===== src/rtl/poly_coeff_collector_if.sv =====
// Coefficient stream + random-access read bundle for poly_coeff_collector.
// POLY_COLLECTOR_RANGE_CHECK_EN adds the range_err_o status line.
interface poly_coeff_collector_if #(
  parameter int logq = 5,
  parameter int logN = 3
);
  logic            in_valid_i;
  logic [logq-1:0] in_data_i;
  logic            in_ready_o;
  logic            flush_i;
  logic            release_i;
  logic            poly_done_o;
  logic [logN:0]   count_o;
  logic            rd_en_i;
  logic [logN-1:0] rd_addr_i;
  logic [logq-1:0] rd_data_o;
  logic            rd_valid_o;
`ifdef POLY_COLLECTOR_RANGE_CHECK_EN
  logic            range_err_o;

  modport master (
    output in_valid_i, in_data_i, flush_i, release_i, rd_en_i, rd_addr_i,
    input  in_ready_o, poly_done_o, count_o, rd_data_o, rd_valid_o, range_err_o
  );
  modport slave (
    input  in_valid_i, in_data_i, flush_i, release_i, rd_en_i, rd_addr_i,
    output in_ready_o, poly_done_o, count_o, rd_data_o, rd_valid_o, range_err_o
  );
`else
  modport master (
    output in_valid_i, in_data_i, flush_i, release_i, rd_en_i, rd_addr_i,
    input  in_ready_o, poly_done_o, count_o, rd_data_o, rd_valid_o
  );
  modport slave (
    input  in_valid_i, in_data_i, flush_i, release_i, rd_en_i, rd_addr_i,
    output in_ready_o, poly_done_o, count_o, rd_data_o, rd_valid_o
  );
`endif
endinterface


===== src/rtl/poly_coeff_collector.sv =====
// Collects N coefficients into a buffer, then holds them for random-access reads until released.
// Optional macro POLY_COLLECTOR_RANGE_CHECK_EN adds a sticky range_err_o flag for beats >= q.
module poly_coeff_collector #(
  parameter int q    = 17,
  parameter int N    = 8,
  parameter int logq = 5,
  parameter int logN = 3
) (
  input logic                   clk,
  input logic                   reset_n,
  poly_coeff_collector_if.slave bus
);
  typedef enum logic {FILL = 1'b0, FULL = 1'b1} state_t;

  localparam logic [logN:0] LAST_IDX = (logN + 1)'(N - 1);
  localparam logic [logN:0] ONE      = (logN + 1)'(1);

  state_t          state_q, state_d;
  logic [logN:0]   count_q, count_d;
  logic            poly_done_q, poly_done_d;
  logic [logq-1:0] rd_data_q;
  logic            rd_valid_q;
  logic            in_ready;
  logic            accept;
  logic            last_beat;
  logic            reopen;

  logic [logq-1:0] coeff_mem [N];

  assign accept    = bus.in_valid_i && in_ready;
  assign last_beat = accept && (count_q == LAST_IDX);
  assign reopen    = (state_q == FULL) && bus.release_i;

  always_ff @(posedge clk or negedge reset_n) begin
    if (!reset_n) begin
      state_q <= FILL;
    end else begin
      state_q <= state_d;
    end
  end

  always_comb begin
    state_d = state_q;
    if (bus.flush_i) begin
      state_d = FILL;
    end else begin
      case (state_q)
        FILL:    if (last_beat)   state_d = FULL;
        FULL:    if (bus.release_i) state_d = FILL;
        default: state_d = FILL;
      endcase
    end
  end

  // in_ready depends only on state and flush, never on in_valid.
  always_comb begin
    in_ready = 1'b0;
    if (state_q == FILL && !bus.flush_i) begin
      in_ready = 1'b1;
    end
  end

  always_comb begin
    count_d     = count_q;
    poly_done_d = poly_done_q;
    if (bus.flush_i || reopen) begin
      count_d     = '0;
      poly_done_d = 1'b0;
    end else if (accept) begin
      count_d = count_q + ONE;
      if (last_beat) begin
        poly_done_d = 1'b1;
      end
    end
  end

  always_ff @(posedge clk or negedge reset_n) begin
    if (!reset_n) begin
      count_q     <= '0;
      poly_done_q <= 1'b0;
    end else begin
      count_q     <= count_d;
      poly_done_q <= poly_done_d;
    end
  end

  // Buffer has no reset so it maps onto block RAM; stale contents are allowed.
  always_ff @(posedge clk) begin
    if (accept) begin
      coeff_mem[count_q[logN-1:0]] <= bus.in_data_i;
    end
  end

  // Registered read sees the pre-write value on a same-cycle collision.
  always_ff @(posedge clk or negedge reset_n) begin
    if (!reset_n) begin
      rd_valid_q <= 1'b0;
      rd_data_q  <= '0;
    end else begin
      rd_valid_q <= bus.rd_en_i;
      if (bus.rd_en_i) begin
        rd_data_q <= coeff_mem[bus.rd_addr_i];
      end
    end
  end

`ifdef POLY_COLLECTOR_RANGE_CHECK_EN
  localparam logic [logq:0] Q_VAL = (logq + 1)'(q);

  logic range_err_q, range_err_d;

  always_comb begin
    range_err_d = range_err_q;
    if (bus.flush_i || reopen) begin
      range_err_d = 1'b0;
    end else if (accept && ({1'b0, bus.in_data_i} >= Q_VAL)) begin
      range_err_d = 1'b1;
    end
  end

  always_ff @(posedge clk or negedge reset_n) begin
    if (!reset_n) begin
      range_err_q <= 1'b0;
    end else begin
      range_err_q <= range_err_d;
    end
  end

  assign bus.range_err_o = range_err_q;
`endif

  assign bus.in_ready_o  = in_ready;
  assign bus.poly_done_o = poly_done_q;
  assign bus.count_o     = count_q;
  assign bus.rd_data_o   = rd_data_q;
  assign bus.rd_valid_o  = rd_valid_q;
endmodule


===== src/flat_wrapper.sv =====
// flat-port wrapper written by rule: the top's interface ports become plain ports
module poly_coeff_collector_flat 
#(
  parameter int q    = 17,
  parameter int N    = 8,
  parameter int logq = 5,
  parameter int logN = 3
)
  (clk, reset_n, bus_in_valid_i, bus_in_data_i, bus_flush_i, bus_release_i, bus_rd_en_i, bus_rd_addr_i, bus_in_ready_o, bus_poly_done_o, bus_count_o, bus_rd_data_o, bus_rd_valid_o);
  poly_coeff_collector_if #(.logq(logq), .logN(logN)) bus_i ();
  input logic clk;
  input logic reset_n;
  input wire logic [$bits(bus_i.in_valid_i)-1:0] bus_in_valid_i;
  input wire logic [$bits(bus_i.in_data_i)-1:0] bus_in_data_i;
  input wire logic [$bits(bus_i.flush_i)-1:0] bus_flush_i;
  input wire logic [$bits(bus_i.release_i)-1:0] bus_release_i;
  input wire logic [$bits(bus_i.rd_en_i)-1:0] bus_rd_en_i;
  input wire logic [$bits(bus_i.rd_addr_i)-1:0] bus_rd_addr_i;
  output wire logic [$bits(bus_i.in_ready_o)-1:0] bus_in_ready_o;
  output wire logic [$bits(bus_i.poly_done_o)-1:0] bus_poly_done_o;
  output wire logic [$bits(bus_i.count_o)-1:0] bus_count_o;
  output wire logic [$bits(bus_i.rd_data_o)-1:0] bus_rd_data_o;
  output wire logic [$bits(bus_i.rd_valid_o)-1:0] bus_rd_valid_o;
  assign bus_i.in_valid_i = bus_in_valid_i;
  assign bus_i.in_data_i = bus_in_data_i;
  assign bus_i.flush_i = bus_flush_i;
  assign bus_i.release_i = bus_release_i;
  assign bus_i.rd_en_i = bus_rd_en_i;
  assign bus_i.rd_addr_i = bus_rd_addr_i;
  assign bus_in_ready_o = bus_i.in_ready_o;
  assign bus_poly_done_o = bus_i.poly_done_o;
  assign bus_count_o = bus_i.count_o;
  assign bus_rd_data_o = bus_i.rd_data_o;
  assign bus_rd_valid_o = bus_i.rd_valid_o;
  poly_coeff_collector #(.q(q), .N(N), .logq(logq), .logN(logN)) u_core (.clk(clk), .reset_n(reset_n), .bus(bus_i));
endmodule

===== config.mk =====
export PLATFORM = sky130hd
export DESIGN_NAME = poly_coeff_collector_flat
export DESIGN_NICKNAME = d
export VERILOG_FILES = /design/src/rtl/poly_coeff_collector_if.sv /design/src/rtl/poly_coeff_collector.sv /design/src/flat_wrapper.sv
export SDC_FILE = /design/constraint.sdc
export NUM_CORES = 1
export LEC_CHECK = 0
export CORE_AREA = 8 8 72 74
export DETAILED_ROUTE_END_ITERATION = 16
export DIE_AREA = 0 0 80 82
export GPL_TIMING_DRIVEN = 0
export HOLD_SLACK_MARGIN = 0.12
export PLACE_DENSITY = 0.75
export SLEW_MARGIN = 25
export SYNTH_ARGS = -nofsm -noshare
export SYNTH_HDL_FRONTEND = slang
export SYNTH_SLANG_ARGS = --single-unit

===== constraint.sdc =====
create_clock -name clk -period 2 [get_ports clk]
set_input_delay 0.2 -clock clk [delete_from_list [all_inputs] [get_ports clk]]
set_output_delay 0.2 -clock clk [all_outputs]
set_load 0.02 [all_outputs]

# Yosys cells after proc, flatten, opt, wreduce, memory -nomap -nowiden
# Memories as Yosys holds them, arrays and structs flattened. A register that Yosys moved wholly into a read port is not among the register bits.
# Index checks and enable logic that the tools add are counted.
classes:
  n_addsub: 1
  n_eq_ne: 1
  mux: 12
  bitwise: 1
  n_reduce_logical: 10
ops:
  columns: ["operator", "n"]
  rows:
  - ["1-bit 2-to-1 mux", 9]
  - ["4-bit 2-to-1 mux", 2]
  - ["4-bit by 1-bit adder with 4-bit output (second input constant)", 1]
  - ["4-bit by 3-bit == test with 1-bit output (second input constant)", 1]
  - ["1-bit logical AND", 4]
  - ["2-bit nonzero test", 2]
  - ["1-bit logical NOT", 2]
  - ["1-bit case mux with 2 select lines", 1]
  - ["2-bit AND reduction", 1]
  - ["1-bit logical OR", 1]
  - ["1-bit NOT", 1]
word_totals:
  register_bits: 7
  ram_bits: 40
  input_bits: 14
  wordCells: 30
  n_memories: 1
mem_list:
  columns: ["name", "words", "width", "rd", "rd_ports_with_merged_regs", "write_ports", "line_no", "rtl"]
  rows:
  - ["u_core.coeff_mem", 8, 5, 1, 1, 1, "poly_coeff_collector.sv:28", "logic [logq-1:0] coeff_mem [N];"]

# Logic depth before layout (Yosys ltp)
# Gate-level depths: netlist (run 1).
depth:
  depth_word: 8
  depth_mapped: 4

# Least setup slack after synthesis (run 1)
# No wires, ideal clock.
synth_path:
  kind: "reg2reg"
  startpoint: "reg u_core.state_q"
  endpoint: "mem u_core.coeff_mem[1][0] (enable)"
  setup_time_ns: 0.340
  t_arrival_ns: 1.325
  required_ns: 1.660
  path_slack_ns: 0.335
  path_stages_with_launch: 4
  path_buffers: 0
  synth_period_minus_slack_ns: 1.665
  cell_sequence: "dfrtp_1 or3b_4 or2_4 nor2_1"
synth_via:
  elab_chain_cells: 6
synth_lines:
  columns: ["element", "line_no", "rtl"]
  rows:
  - ["start, declared", "poly_coeff_collector.sv:18", "state_t state_q, state_d;"]
  - ["start signal, assigned", "poly_coeff_collector.sv:38", "state_q <= state_d;"]
  - ["1-bit NOT", "poly_coeff_collector.sv:58", "if (state_q == FILL && !bus.flush_i) begin"]
  - ["1-bit logical AND", "poly_coeff_collector.sv:58", null]
  - ["1-bit 2-to-1 mux", "poly_coeff_collector.sv:58", null]
  - ["1-bit logical AND", "poly_coeff_collector.sv:30", "assign accept = bus.in_valid_i && in_ready;"]
  - ["1-bit 2-to-1 mux", "poly_coeff_collector.sv:89", "if (accept) begin"]
  - ["1-bit 2-to-1 mux (not written as such)", "poly_coeff_collector.sv:90", "coeff_mem[count_q[logN-1:0]] <= bus.in_data_i;"]
  - ["end, declared", "poly_coeff_collector.sv:28", null]
# Every way passes these cells.

# Worst setup path after layout (run 1)
layout_path:
  startpoint: "reg u_core.state_q"
  endpoint: "mem u_core.coeff_mem[0][0] (enable)"
# The elaborated chain is that of the path after synthesis.

==> impl_metrics.tcl, run 1 <==
set metrics [dict create \
    status "complete, no violations" \
    fmax_mhz 548 \
    fill_cells 303 \
    insertion_delay_ps 300 \
    clk_pin_slew_ps 90 \
    netlist_instances 130 \
    layout-drive-gt1-share 0.149 \
    drv_cap 0 \
    io_pins 26 \
    worst_ep_arrival_time_ps 1770 \
    dieHeight_um 82 \
    setup_ws_ps 174 \
    power_leakage_uw 0.000888 \
    cts_max_level 2 \
    die_w_um 80 \
    coreArea_um2 4140 \
    initial_core_util 0.509 \
    dp_hpwl_um 2730 \
    wl_per_cell_um 17.6 \
    avgSynthCellArea_um2 16.2 \
    final_nets 176 \
    post_cts_resized 0 \
    netlist.area_leader.share 0.570 \
    port_buffers 24 \
    wl_met3_um 334 \
    power_density_nw_per_um2 777 \
    synthesis.nets 145 \
    routabilityCongestion 0.771 \
    hold_ws_ps 272 \
    worstPathRequired_ps 1940 \
    setup.worst_path.start_class "flip-flop" \
    mostFrequentLayoutCells "edfxtp_1, clkdlybuf4s50_1, dfrtp_1" \
    reg2reg_depth 3 \
    r2r-start "u_core.state_q$_DFF_PN0_" \
    ys_ff_latch 52 \
    antenna_found_initial 0 \
    die_area_um2 6560 \
    synth_area_um2 2110 \
    grt_max_degree 15 \
    ctsHoldBuffers 0 \
    cts.sinks 52 \
    drv_slew 0 \
    period_needed_ps 1830 \
    fin_crit_sh 0.913 \
    yosys-top-cells-area "edfxtp_1, dfrtp_1, mux2_2, mux2i_1, a22o_1" \
    max-clock-path-buffers 2 \
    ir_drop_uv 579 \
    wl_um 3740 \
    route.met2.wl_um 1800 \
    rrSetupSlack_ps 170 \
    final_common_cell "edfxtp_1" \
    rsz0062_at_grt "no" \
    grt_pass1_wl_um 6100 \
    post_cts_buffers 0 \
    ys_seq_area_frac 0.712 \
    hold_viol 0 \
    wl_met1_um 1500 \
    grt_pass1_vias 1263 \
    avgViaCountPerCell 5.45 \
    first_iter_violations 74 \
    cp-end-kind "flip-flop" \
    worst_pin_slew_ps 639 \
    ys_warn_count 0 \
    r2r_end "u_core.coeff_mem[0][0]$_DFFE_PP_" \
    clockRootBuffer "clkbuf_8" \
    yosysUniqueCellTypes 30 \
    crit_fanout 7 \
    hold_class "input pin to asynchronous set/reset pin" \
    finClkSkew_ps 13.2 \
    ant_nets 0 \
    grt-ovfl-total 0 \
    worstSetupPathType "flip-flop to flip-flop" \
    top_layer "met4" \
    yosys.area.top_type "edfxtp_1" \
    drt_pass1_iterations 4 \
    area_growth_pct 18.2 \
    drc 0 \
    num_rows 24 \
    num_vias 1161 \
    diodes 0 \
    slew_headroom 0.571 \
    setup_viol 0 \
    cts_buffers 5 \
    grt.total_usage 0.126 \
    pre_cts_ws_ps -148 \
    cts_tree "done" \
]
==> layout make-up <==
type	instances	area [um^2]	area share
Tap cell	52	65.1	0.0261
Clock inverter	1	5.00	0.00201
Buffer	2	18.8	0.00753
Multi-Input combinational cell	75	584	0.235
Sequential cell	52	1500	0.603
Clock buffer	6	72.6	0.0291
Timing Repair Buffer	24	240	0.0964
Inverter	1	3.75	0.00151
==> power breakdown <==
part | total [uW] | leakage [uW] | internal, uW | switching, uW
Clock | 535 | 0.0000410 | 238 | 297
Sequential | 1210 | 0.000515 | 1190 | 16.3
Combinational | 193 | 0.000331 | 92.8 | 100
Total | 1930 | 0.000888 | 1520 | 414
==> cell families (layout without fill, tap and decap cells) <==
family                   after synthesis  count (layout)  synth area share
flip-flops                            52              52             0.712
AND/OR/NAND/NOR                       30              30            0.0878
AO/OA/AOI/OAI                         22              22            0.0736
multiplexers                          21              21             0.106
buffers and inverters                  3              34            0.0107
adder cells (fa/ha/maj)                1               1           0.00593
XOR/XNOR                               1               1           0.00416
==> state kept, by name, summed over array words and instances, names as in the netlist <==
signal	flops
u_core.coeff_mem	40
u_core.bus.rd_data_o	5
u_core.bus.poly_done_o	1
u_core.bus.count_o	4
u_core.state_q	1
u_core.bus.rd_valid_o	1
==> per-layer routing <==
layer / GRT usage / vias up
met2: 0.208 / 41
met1: 0.133 / 549
met3: 0.0514 / 10
met5: 0 / -
li1: - / 561
met4: 0.0782 / 0
==> metrics by stage <==
stage	instance area, um^2	total power, uW	cells	setup TNS, ps	utilization
3_5_place_dp	2410	1430	206	-2580	0.582
5_1_grt	2490	2000	213	0	0.601
2_1_floorplan	2110	1320	130	0	-
6_report	2490	1930	213	0	0.601
4_1_cts	2490	1950	213	0	0.601
3_3_place_gp	2410	1420	206	-1630	0.582
==> worst max path at each step <==
stage	startpoint	to	slack [ps]	cells past startpoint
6_report	u_core.state_q$_DFF_PN0_	u_core.coeff_mem[0][0]$_DFFE_PP_	170	3
3_5_place_dp	bus_in_valid_i	u_core.coeff_mem[0][2]$_DFFE_PP_	-150	4
5_1_grt	u_core.state_q$_DFF_PN0_	u_core.coeff_mem[1][0]$_DFFE_PP_	80	3
3_3_place_gp	bus_in_valid_i	u_core.coeff_mem[2][0]$_DFFE_PP_	-100	4
2_1_floorplan	u_core.state_q$_DFF_PN0_	u_core.coeff_mem[1][0]$_DFFE_PP_	340	3
4_1_cts	u_core.state_q$_DFF_PN0_	u_core.coeff_mem[0][0]$_DFFE_PP_	160	3
==> critical path, cell delays in order, from the launching register on <==
cell and delay, ps:
dfrtp_1 440, or3b_4 420, or2_4 260, nor3_2 350
==> Yosys cell counts <==
cell type and count:
buf_6 1, buf_4 1, or2b_2 1, o21a_1 2, nor3_1 1, mux2_2 10, nor2b_1 1, xnor2_1 1
and4bb_2 1, clkinv_1 1, mux2i_1 11, o31ai_1 5, or2_4 1, a21oi_1 2, nand4bb_4 1, ha_1 1
nor3_2 1, nand3_1 1, o22ai_1 5, nand2_1 7, a22o_1 5, edfxtp_1 40, o21ai_0 2, nor3b_1 1
dfrtp_1 12, a21o_1 1, or3_1 1, nor2_1 10, nand2b_1 2, or3b_4 1
No activity file was read; power rests on OpenSTA's default activity.
==> run 2, diff against run 1 <==
--- a/config.mk
+++ b/config.mk
@@ -9,7 +9,7 @@
 export DETAILED_ROUTE_END_ITERATION = 16
 export DIE_AREA = 0 0 80 82
 export GPL_TIMING_DRIVEN = 0
-export HOLD_SLACK_MARGIN = 0.12
+export HOLD_SLACK_MARGIN = 0.08
 export PLACE_DENSITY = 0.75
 export SLEW_MARGIN = 25
 export SYNTH_ARGS = -nofsm -noshare
==> results of run 2 <==
Same layout as run 1: the final DEF is identical, and so are final timing and power.
